--- src/rtl/seq_alu_pkg.sv ---
// seq_alu_pkg: shared opcode/state types and helpers for the sequential ALU.
package seq_alu_pkg;

   typedef enum logic [2:0] {
      ADD = 3'b000,
      SUB = 3'b001,
      OR  = 3'b010,
      AND = 3'b011,
      SHL = 3'b100,
      SHR = 3'b101,
      ROL = 3'b110,
      ASR = 3'b111
   } alu_op_e;

   typedef enum logic [1:0] {
      IDLE  = 2'd0,
      SHIFT = 2'd1,
      DONE  = 2'd2
   } alu_state_e;

   // True for the four opcodes that run through the bit-serial shifter.
   function automatic logic is_shift(input logic [2:0] op);
      return (op == SHL) || (op == SHR) || (op == ROL) || (op == ASR);
   endfunction

endpackage

--- src/rtl/seq_alu_if.sv ---
// seq_alu_if: operand-issue and result handshake bundle for seq_alu.
// master = producer/consumer side, slave = the ALU itself.
interface seq_alu_if #(
   parameter int WIDTH = 8
);
   logic             in_valid;
   logic             in_ready;
   logic [WIDTH-1:0] a;
   logic [WIDTH-1:0] b;
   logic             cin;
   logic [2:0]       op;
   logic             out_valid;
   logic             out_ready;
   logic [WIDTH-1:0] result;
   logic             cout;
   logic             zero;
   logic             neg;
   logic             ovf;

   modport master (
      output in_valid, a, b, cin, op, out_ready,
      input  in_ready, out_valid, result, cout, zero, neg, ovf
   );

   modport slave (
      input  in_valid, a, b, cin, op, out_ready,
      output in_ready, out_valid, result, cout, zero, neg, ovf
   );
endinterface

--- src/rtl/seq_alu_alu_core.sv ---
// alu_core: single-cycle combinational datapath for ADD/SUB/OR/AND.
// Shift opcodes produce zeros here; the top level handles them serially.
// The signed-overflow term exists only when SEQ_ALU_FLAGS_EN is defined.
module alu_core
   import seq_alu_pkg::*;
#(
   parameter int WIDTH = 8
) (
   input  logic [WIDTH-1:0] a,
   input  logic [WIDTH-1:0] b,
   input  logic             cin,
   input  logic [2:0]       op,
   output logic [WIDTH-1:0] result,
   output logic             cout,
   output logic             ovf
);

   logic [WIDTH:0] sum_s;
   logic [WIDTH:0] diff_s;

   // One extra bit carries the carry (ADD) or the borrow sign (SUB).
   assign sum_s  = {1'b0, a} + {1'b0, b} + {{WIDTH{1'b0}}, cin};
   assign diff_s = {1'b0, a} - {1'b0, b} - {{WIDTH{1'b0}}, cin};

   // Select result and carry/borrow for the non-shift opcodes.
   always_comb begin
      result = {WIDTH{1'b0}};
      cout   = 1'b0;
      case (op)
         ADD: begin
            result = sum_s[WIDTH-1:0];
            cout   = sum_s[WIDTH];
         end
         SUB: begin
            result = diff_s[WIDTH-1:0];
            cout   = diff_s[WIDTH];
         end
         OR: begin
            result = a | b;
            cout   = 1'b0;
         end
         AND: begin
            result = a & b;
            cout   = 1'b0;
         end
         default: begin
            result = {WIDTH{1'b0}};
            cout   = 1'b0;
         end
      endcase
   end

`ifdef SEQ_ALU_FLAGS_EN
   // Signed overflow from operand and result sign bits.
   always_comb begin
      ovf = 1'b0;
      case (op)
         ADD:     ovf = (a[WIDTH-1] == b[WIDTH-1]) && (sum_s[WIDTH-1] != a[WIDTH-1]);
         SUB:     ovf = (a[WIDTH-1] != b[WIDTH-1]) && (diff_s[WIDTH-1] != a[WIDTH-1]);
         default: ovf = 1'b0;
      endcase
   end
`else
   assign ovf = 1'b0;
`endif

endmodule

--- src/rtl/seq_alu.sv ---
// seq_alu: handshaked sequential ALU. ADD/SUB/OR/AND complete in one cycle;
// SHL/SHR/ROL/ASR shift one bit per cycle. Result and flags are registered
// and held until the consumer takes them.
// Build option: define SEQ_ALU_FLAGS_EN to compute zero/neg/ovf; otherwise
// those ports are tied low.
module seq_alu
   import seq_alu_pkg::*;
#(
   parameter int WIDTH = 8,
   parameter int SHW   = $clog2(WIDTH)
) (
   input  logic       clk,
   input  logic       rst,
   seq_alu_if.slave   bus
);

   localparam logic [1:0]     S_IDLE  = IDLE;
   localparam logic [1:0]     S_SHIFT = SHIFT;
   localparam logic [1:0]     S_DONE  = DONE;
   localparam logic [SHW-1:0] CNT_ONE  = SHW'(1);
   localparam logic [SHW-1:0] CNT_ZERO = {SHW{1'b0}};

   logic [1:0]       state_r;
   logic [1:0]       state_s;
   logic [WIDTH-1:0] work_r;
   logic [WIDTH-1:0] work_s;
   logic [SHW-1:0]   cnt_r;
   logic [SHW-1:0]   cnt_s;
   logic [2:0]       op_r;
   logic [2:0]       op_s;

   logic [WIDTH-1:0] result_r;
   logic             cout_r;
   logic             out_valid_r;

   logic             in_ready_s;
   logic             accept_s;
   logic [SHW-1:0]   amt_s;
   logic             load_s;
   logic [WIDTH-1:0] res_s;
   logic             cout_s;
   logic             ovf_s;

   logic [WIDTH-1:0] step_val_s;
   logic             step_bit_s;

   logic [WIDTH-1:0] core_res_s;
   logic             core_cout_s;
   logic             core_ovf_s;

   alu_core #(.WIDTH(WIDTH)) u_core (
      .a      (bus.a),
      .b      (bus.b),
      .cin    (bus.cin),
      .op     (bus.op),
      .result (core_res_s),
      .cout   (core_cout_s),
      .ovf    (core_ovf_s)
   );

   // Ready when idle, or when the held result leaves this very cycle.
   always_comb begin
      if (rst) begin
         in_ready_s = 1'b0;
      end else begin
         in_ready_s = (state_r == S_IDLE) || ((state_r == S_DONE) && bus.out_ready);
      end
   end

   assign accept_s = bus.in_valid && in_ready_s;
   assign amt_s    = bus.b[SHW-1:0];

   // One shift step of the working register; step_bit_s is the bit leaving it.
   always_comb begin
      step_val_s = work_r;
      step_bit_s = 1'b0;
      case (op_r)
         SHL: begin
            step_val_s = {work_r[WIDTH-2:0], 1'b0};
            step_bit_s = work_r[WIDTH-1];
         end
         SHR: begin
            step_val_s = {1'b0, work_r[WIDTH-1:1]};
            step_bit_s = work_r[0];
         end
         ROL: begin
            step_val_s = {work_r[WIDTH-2:0], work_r[WIDTH-1]};
            step_bit_s = work_r[WIDTH-1];
         end
         ASR: begin
            step_val_s = {work_r[WIDTH-1], work_r[WIDTH-1:1]};
            step_bit_s = work_r[0];
         end
         default: begin
            step_val_s = work_r;
            step_bit_s = 1'b0;
         end
      endcase
   end

   // Next-state and output-load decision for the IDLE/SHIFT/DONE sequencer.
   always_comb begin
      state_s = state_r;
      work_s  = work_r;
      cnt_s   = cnt_r;
      op_s    = op_r;
      load_s  = 1'b0;
      res_s   = result_r;
      cout_s  = cout_r;
      ovf_s   = 1'b0;
      case (state_r)
         S_IDLE, S_DONE: begin
            if (accept_s) begin
               if (is_shift(bus.op) && (amt_s != CNT_ZERO)) begin
                  state_s = S_SHIFT;
                  work_s  = bus.a;
                  cnt_s   = amt_s;
                  op_s    = bus.op;
               end else if (is_shift(bus.op)) begin
                  // Zero-length shift passes a straight through.
                  state_s = S_DONE;
                  load_s  = 1'b1;
                  res_s   = bus.a;
                  cout_s  = 1'b0;
               end else begin
                  state_s = S_DONE;
                  load_s  = 1'b1;
                  res_s   = core_res_s;
                  cout_s  = core_cout_s;
                  ovf_s   = core_ovf_s;
               end
            end else if ((state_r == S_DONE) && bus.out_ready) begin
               state_s = S_IDLE;
            end else begin
               state_s = state_r;
            end
         end
         S_SHIFT: begin
            work_s = step_val_s;
            cnt_s  = cnt_r - CNT_ONE;
            if (cnt_r == CNT_ONE) begin
               state_s = S_DONE;
               load_s  = 1'b1;
               res_s   = step_val_s;
               cout_s  = step_bit_s;
            end else begin
               state_s = S_SHIFT;
            end
         end
         default: begin
            state_s = S_IDLE;
         end
      endcase
   end

   // Sequencer state and shifter working registers.
   always_ff @(posedge clk) begin
      if (rst) begin
         state_r <= S_IDLE;
         work_r  <= {WIDTH{1'b0}};
         cnt_r   <= CNT_ZERO;
         op_r    <= 3'b000;
      end else begin
         state_r <= state_s;
         work_r  <= work_s;
         cnt_r   <= cnt_s;
         op_r    <= op_s;
      end
   end

   // Output registers: loaded only when an operation completes, held otherwise.
   always_ff @(posedge clk) begin
      if (rst) begin
         out_valid_r <= 1'b0;
         result_r    <= {WIDTH{1'b0}};
         cout_r      <= 1'b0;
      end else begin
         out_valid_r <= (state_s == S_DONE);
         if (load_s) begin
            result_r <= res_s;
            cout_r   <= cout_s;
         end
      end
   end

   assign bus.in_ready  = in_ready_s;
   assign bus.out_valid = out_valid_r;
   assign bus.result    = result_r;
   assign bus.cout      = cout_r;

`ifdef SEQ_ALU_FLAGS_EN
   logic zero_r;
   logic neg_r;
   logic ovf_r;

   // Status flags captured alongside the result they describe.
   always_ff @(posedge clk) begin
      if (rst) begin
         zero_r <= 1'b0;
         neg_r  <= 1'b0;
         ovf_r  <= 1'b0;
      end else begin
         if (load_s) begin
            zero_r <= (res_s == {WIDTH{1'b0}});
            neg_r  <= res_s[WIDTH-1];
            ovf_r  <= ovf_s;
         end
      end
   end

   assign bus.zero = zero_r;
   assign bus.neg  = neg_r;
   assign bus.ovf  = ovf_r;
`else
   logic unused_ovf_s;
   assign unused_ovf_s = ovf_s;
   assign bus.zero     = 1'b0;
   assign bus.neg      = 1'b0;
   assign bus.ovf      = 1'b0;
`endif

endmodule

--- src/flat_wrapper.sv ---
// flat-port wrapper written by rule: the top's interface ports become plain ports
module seq_alu_flat import seq_alu_pkg::*;
#(
   parameter int WIDTH = 8,
   parameter int SHW   = $clog2(WIDTH)
)
  (clk, rst, bus_in_valid, bus_a, bus_b, bus_cin, bus_op, bus_out_ready, bus_in_ready, bus_out_valid, bus_result, bus_cout, bus_zero, bus_neg, bus_ovf);
  seq_alu_if #(.WIDTH(WIDTH)) bus_i ();
  input  logic clk;
  input  logic rst;
  input wire logic [$bits(bus_i.in_valid)-1:0] bus_in_valid;
  input wire logic [$bits(bus_i.a)-1:0] bus_a;
  input wire logic [$bits(bus_i.b)-1:0] bus_b;
  input wire logic [$bits(bus_i.cin)-1:0] bus_cin;
  input wire logic [$bits(bus_i.op)-1:0] bus_op;
  input wire logic [$bits(bus_i.out_ready)-1:0] bus_out_ready;
  output wire logic [$bits(bus_i.in_ready)-1:0] bus_in_ready;
  output wire logic [$bits(bus_i.out_valid)-1:0] bus_out_valid;
  output wire logic [$bits(bus_i.result)-1:0] bus_result;
  output wire logic [$bits(bus_i.cout)-1:0] bus_cout;
  output wire logic [$bits(bus_i.zero)-1:0] bus_zero;
  output wire logic [$bits(bus_i.neg)-1:0] bus_neg;
  output wire logic [$bits(bus_i.ovf)-1:0] bus_ovf;
  assign bus_i.in_valid = bus_in_valid;
  assign bus_i.a = bus_a;
  assign bus_i.b = bus_b;
  assign bus_i.cin = bus_cin;
  assign bus_i.op = bus_op;
  assign bus_i.out_ready = bus_out_ready;
  assign bus_in_ready = bus_i.in_ready;
  assign bus_out_valid = bus_i.out_valid;
  assign bus_result = bus_i.result;
  assign bus_cout = bus_i.cout;
  assign bus_zero = bus_i.zero;
  assign bus_neg = bus_i.neg;
  assign bus_ovf = bus_i.ovf;
  seq_alu #(.WIDTH(WIDTH), .SHW(SHW)) u_core (.clk(clk), .rst(rst), .bus(bus_i));
endmodule
--- config.mk ---
export PLATFORM = sky130hd
export DESIGN_NAME = seq_alu_flat
export DESIGN_NICKNAME = d
export VERILOG_FILES = /design/src/rtl/seq_alu_pkg.sv /design/src/rtl/seq_alu_if.sv /design/src/rtl/seq_alu_alu_core.sv /design/src/rtl/seq_alu.sv /design/src/flat_wrapper.sv
export SDC_FILE = /design/constraint.sdc
export NUM_CORES = 1
export LEC_CHECK = 0
export ABC_AREA = 1
export BUFFER_PORTS_ARGS = -buffer_cell sky130_fd_sc_hd__buf_2
export CORE_ASPECT_RATIO = 0.9
export CORE_MARGIN = 2
export CORE_UTILIZATION = 30
export DETAILED_ROUTE_END_ITERATION = 16
export GPL_ROUTABILITY_DRIVEN = 0
export PLACE_DENSITY_LB_ADDON = 0.12
export SYNTH_ARGS = -nofsm -noshare
export SYNTH_HDL_FRONTEND = slang
export SYNTH_SLANG_ARGS = --single-unit
--- constraint.sdc ---
create_clock -name clk -period 1.8 [get_ports clk]
set_clock_uncertainty 0.2 [all_clocks]
set_input_delay 0.09 -clock clk [delete_from_list [all_inputs] [get_ports clk]]
set_output_delay 0.09 -clock clk [all_outputs]
set_load 0.03 [all_outputs]
After elaboration in Yosys (flattened, before gate mapping)
Index checks and enable logic that the tools add are counted.
{ "classes": {"eq_ne": 19, "muxes": 30, "n_addsub": 5, "n_reduce_logical": 17, "n_bitwise": 2} }
{ "op_table": {"columns": ["cell", "n"], "rows": [
  ["case mux 8 bit (4 select lines)", 2],
  ["2-to-1 mux 8 bit", 6],
  ["case mux 8 bit (2 select lines)", 2],
  ["equality test 3 bit (second input constant)", 8],
  ["adder 8 x 8 -> 9 bit", 1],
  ["adder 9 x 1 -> 9 bit", 1],
  ["subtractor 8 x 8 -> 9 bit", 1],
  ["subtractor 9 x 1 -> 9 bit", 1],
  ["bitwise AND 8 bit", 1],
  ["2-to-1 mux 1 bit", 8],
  ["2-to-1 mux 2 bit", 4],
  ["bitwise OR 8 bit", 1],
  ["case mux 1 bit (2 select lines)", 4],
  ["equality test 3 x 1 -> 1 bit (second input constant)", 2],
  ["equality test 3 x 2 -> 1 bit (second input constant)", 2],
  ["2-to-1 mux 3 bit", 2],
  ["inequality test 2 x 1 -> 1 bit (second input constant)", 3],
  ["case mux 3 bit (2 select lines)", 1],
  ["AND reduction 3 bit", 2],
  ["OR reduction 2 bit", 3],
  ["AND reduction 5 bit", 1],
  ["equality test 2 bit (second input constant)", 2],
  ["logical OR 1 bit", 4],
  ["case mux 2 bit (2 select lines)", 1],
  ["8 further kinds", 10]
]} }
{ "totals": {"register_bits": 26, "wordCells": 80, "input_bits": 24} }

Longest topological paths before layout
{ "depth": {"ltp_word": 9, "depth_mapped": 13} }

Cells and area by module
From an unflattened synthesis, not the netlist that was laid out.
{ "hier_totals": {"hier_cells": 509, "area_unflattened_um2": 2990.4} }
{ "modules_own_cells": {"columns": ["module", "instances", "area_each_um2", "cells_per_inst"], "rows": [
  ["seq_alu", 1, 1669.1, 280],
  ["alu_core", 1, 1321.3, 229]
]} }

Worst setup path before layout
Ideal clock, no wire load.
{ "synth_timing": {"path_kind": "input-to-reg", "start": "in bus_b[0]", "end": "reg u_core.cout_r (netlist: u_core.bus.cout)", "n_path_buf": 0, "t_arrival_ns": 1.685, "setup_ns": 0.070, "path_slack_ns": -0.155, "stages": 12, "cell_sequence": "inv_1 -> fa_1 -> fa_1 -> nor2_1 -> o21ai_0 -> nand2_1 -> nand2_1 -> nand2_1 -> nand3_1 -> nand2_1 -> nand2_1 -> a21oi_1"} }
{ "synth_between": {"elab_chain_cells": 7} }
{ "synth_lines": {"columns": ["element", "line_no", "source"], "rows": [
  ["start, declared", "flat_wrapper.sv:13", "input wire logic [$bits(bus_i.b)-1:0] bus_b;"],
  ["subtractor 8 x 8 -> 9 bit / adder 8 x 8 -> 9 bit (equally long branches)", "seq_alu_alu_core.sv:23, seq_alu_alu_core.sv:22", null],
  ["subtractor 9 x 1 -> 9 bit / adder 9 x 1 -> 9 bit (equally long branches)", "seq_alu_alu_core.sv:23, seq_alu_alu_core.sv:22", null],
  ["case mux 1 bit (2 select lines)", "seq_alu_alu_core.sv:29", "case (op)"],
  ["2-to-1 mux 1 bit", "seq_alu.sv:119", "end else if (is_shift(bus.op)) begin"],
  ["2-to-1 mux 1 bit", "seq_alu.sv:114", "if (is_shift(bus.op) && (amt_s != CNT_ZERO)) begin"],
  ["2-to-1 mux 1 bit", "seq_alu.sv:113", "if (accept_s) begin"],
  ["case mux 1 bit (2 select lines)", "seq_alu.sv:111", "case (state_r)"],
  ["end signal, assigned", "seq_alu.sv:181", "cout_r <= cout_s;"],
  ["end, declared", "seq_alu.sv:33", "logic cout_r;"]
]} }
Several ways; a longest one is shown, not always the timed one. The select of a mux whose other input is x is not followed.
A chain may end at the register's enable or synchronous reset.

Worst setup path after layout
{ "layout_timing": {"start": "in bus_cin", "end": "reg u_core.result_r[4] (netlist: u_core.bus.result[4])"} }
{ "layout_between": {"elab_chain_cells": 6} }
{ "layout_lines": {"columns": ["element", "line_no", "source"], "rows": [
  ["start, declared", "flat_wrapper.sv:14", "input wire logic [$bits(bus_i.cin)-1:0] bus_cin;"],
  ["subtractor 9 x 1 -> 9 bit / adder 9 x 1 -> 9 bit (equally long branches)", "seq_alu_alu_core.sv:23, seq_alu_alu_core.sv:22", null],
  ["case mux 8 bit (4 select lines) *", "seq_alu_alu_core.sv:29", null],
  ["2-to-1 mux 8 bit *", "seq_alu.sv:119", null],
  ["2-to-1 mux 8 bit *", "seq_alu.sv:114", null],
  ["2-to-1 mux 8 bit *", "seq_alu.sv:113", null],
  ["case mux 8 bit (2 select lines) *", "seq_alu.sv:111", null],
  ["end signal, assigned", "seq_alu.sv:175", "result_r <= {WIDTH{1'b0}};"],
  ["end signal, assigned", "seq_alu.sv:180", "result_r <= res_s;"],
  ["end, declared", "seq_alu.sv:32", "logic [WIDTH-1:0] result_r;"]
]} }
Mark *: on every way between the ends. The rest lies on a longest branch, timed or not. The select of a mux whose other input is x is not followed.

==> impl_metrics.ini <==
[cells_and_area]
antenna_cells = 0
syn2layout_area_growth_pct = 38.0
fin_area_um2 = 3810
finalNonFillerCells = 642
post-route-util_pct = 42.1
drive_above_1_share_pct = 30.2
final_nets = 581
num-fill-cells = 949

[grt]
grt_pass1_wl_um = 13900
antenna_found_initial = 0
grt_max_degree = 16
grt_overflow_total = 0
first_global_vias = 2745
grt_usage_pct = 17.4

[critical_path]
cpPeakStageDelay_ns = 0.41
slowest_stage = fa_2
cpMostUsedCell = nand2_1
worst_ep_required_time_ns = 1.81
path_class = in -> reg
crit_start = bus_cin
cp_num_buf_inv = 2
r2r-start = u_core.op_r[0]
arrival_ns = 1.79
crit_chain = buf_2 > inv_2 > fa_2 > fa_2 > nor2_4 > o21ai_4 > nand2_1 > nand2_1 > o211ai_1 > nand2_1 > a21oi_1
path_delay_family = adder cells
critPathCaptureType = flop
cp_max_fo = 3
startpoint_type = input port

[synth]
synthDistinctLibCells = 40
synth_area_um2 = 2760
yosysSeqAreaShare_pct = 18.8
syn_avg_cell_area_um2 = 6.47
ys_warn_count = 0
syn_inst = 427
synth-seq-cells = 26

[placement]
post-place-ws_ns = -0.398
portBuffers = 34
dp_cells = 631
place_area_um2 = 3490
place.detailed.hpwl_um = 7040

[clocking]
clkSlewWorstSetupHoldPaths_ns = 0.11
insertion_delay_ns = 0.28
clock_tree.buffer_depth = 2
cts.sinks = 26
cts_buffers = 3
cts_tree = yes
cts_max_level = 1
root_buffer = clkbuf_8

[pwr]
powerDensity_nw_per_um2 = 554
power.total_mw = 2.11
peakVddDrop_mv = 0.361
p_leak_nw = 1.93

[sta]
layout_worst_path_cycle_share_pct = 98.4
finalHoldViolations = 0
worst_slack_ns = 0.0291
setup_tns_ns = 0
fmax_mhz = 565
slew_viol_final = 0
period_minus_slack_ns = 1.77
whs_ns = 0.0118
rsz0062_at_grt = yes
setup_violations = 0

[floorplanning]
die-area_um2 = 9990
ioPinCount = 38
die_x_um = 105
num_rows = 33
die_y_um = 95.0
initial_core_util_pct = 30.5
design.core.area_um2 = 9040

[detailed_routing]
final_antenna_net_count = 0
dr.first_iter.drc_count = 132
first_pass_iters = 4
vias = 2937
wl_per_cell_um = 13.3
avgViaCountPerCell = 4.57
wl_um = 8560
remaining_drc_errors = 0

[hold_path]
hold_path_startpoint = bus_op[0]
hold_class = in -> reg

[outcome]
outcome = finished, final reports clean

[run]
drv_cap = 0
[worst min-delay path, delay by kind of cell]
kind            cells  cell delay, ns
compound gates      1            0.09
buf+inv             2            0.28
[power breakdown]
group / switching (mW) / total [mW] / internal [mW]
logic: 0.540 / 0.951 / 0.411
clock network: 0.209 / 0.507 / 0.298
registers: 0.0363 / 0.656 / 0.620
total: 0.785 / 2.11 / 1.33
[logic make-up after synthesis]
family	count (synthesis)	share of synthesized area (%)
simple gates	180	29.5
compound gates	94	20.7
buf+inv	89	13.1
fa+ha+maj	36	17.4
flops	26	18.8
xor+xnor	1	0.317
other cells	1	0.136
[per-layer routing]
metal / track usage, % / wire [um] / up-vias
met3: 2.46 / 312 / 4
met5: 0 / 0 / -
met1: 25.6 / 4440 / 1307
met4: 1.44 / 37 / 0
met2: 28.0 / 3770 / 67
li1: - / - / 1559
[path summary, 6_finish.rpt]
kind / to / slack (ns) / depth (start not counted)
worst max-delay path: u_core.bus.result[4] / 0.03 / 11
worst min-delay path: u_core.op_r[0] / 0.01 / 3
worst max register to register: u_core.work_r[2] / 0.13 / 6
worst min register to register: u_core.work_r[6] / 0.29 / 2
[repair_timing]
item,4_1_cts,5_1_grt
resized for setup,5,44
endpoints found under the hold margin,6,0
pin swaps,1,22
buffers inserted,0,3
hold buffers,4,0
endpoints found under the setup margin,5,14
[cells in the mapped netlist, drive strengths merged]
cell type	number	area share [%]
nand2	88	12
inv	77	10
nor2	48	7.4
a21oi	36	6.9
ha	32	14
o21ai	32	6.2
nand3	30	5.4
dfxtp	26	19
buf	10	2.4
o22ai	6	1.4
or2	5	1.1
fa	4	2.9
nor3	4	1.9
o211ai	4	1.1
o221ai	4	1.3
a211oi	3	0.82
a31oi	2	1.0
clkbuf	2	0.27
nand3b	2	0.54
nand4	2	0.45
o2111ai	2	0.63
o21a	2	0.54
a21boi	1	0.27
a32oi	1	0.32
and2	1	0.23
conb	1	0.14
o31ai	1	0.27
xor2	1	0.32
[cell usage in the layout, fill, tap and decap left out, drive strengths merged, types with 3 or more instances in the layout]
| cell type | netlist | layout |
|---|---|---|
| clkbuf | 2 | 3 |
| o211ai | 4 | 4 |
| or2 | 5 | 5 |
| o21ai | 32 | 32 |
| conb | 1 | 3 |
| nand2 | 88 | 88 |
| a21oi | 36 | 36 |
| buf | 10 | 95 |
| o221ai | 4 | 4 |
| a211oi | 3 | 3 |
| nor3 | 4 | 4 |
| nor2 | 48 | 48 |
| o22ai | 6 | 6 |
| nand3 | 30 | 30 |
| dlygate4sd3 | 0 | 4 |
| ha | 32 | 32 |
| fa | 4 | 4 |
| inv | 77 | 77 |
| dfxtp | 26 | 26 |
[layout make-up]
class,instances,area (um^2),share of cell area (%)
multi-input cells,314,2060,54.0
clock buffers,3,41.3,1.08
flip-flops and latches,26,523,13.7
repair buffers,99,716,18.8
well taps,122,153,4.01
clock inverters,1,30.0,0.788
inverters,77,289,7.58
[sequential cells by signal (all words and copies together) (netlist names)]
register / count
u_core.bus.cout: 1
u_core.bus.result: 8
u_core.work_r: 8
u_core.cnt_r: 3
u_core.state_r: 2
u_core.op_r: 3
u_core.bus.out_valid: 1
Note: power is estimated with default switching activity, not from simulation.
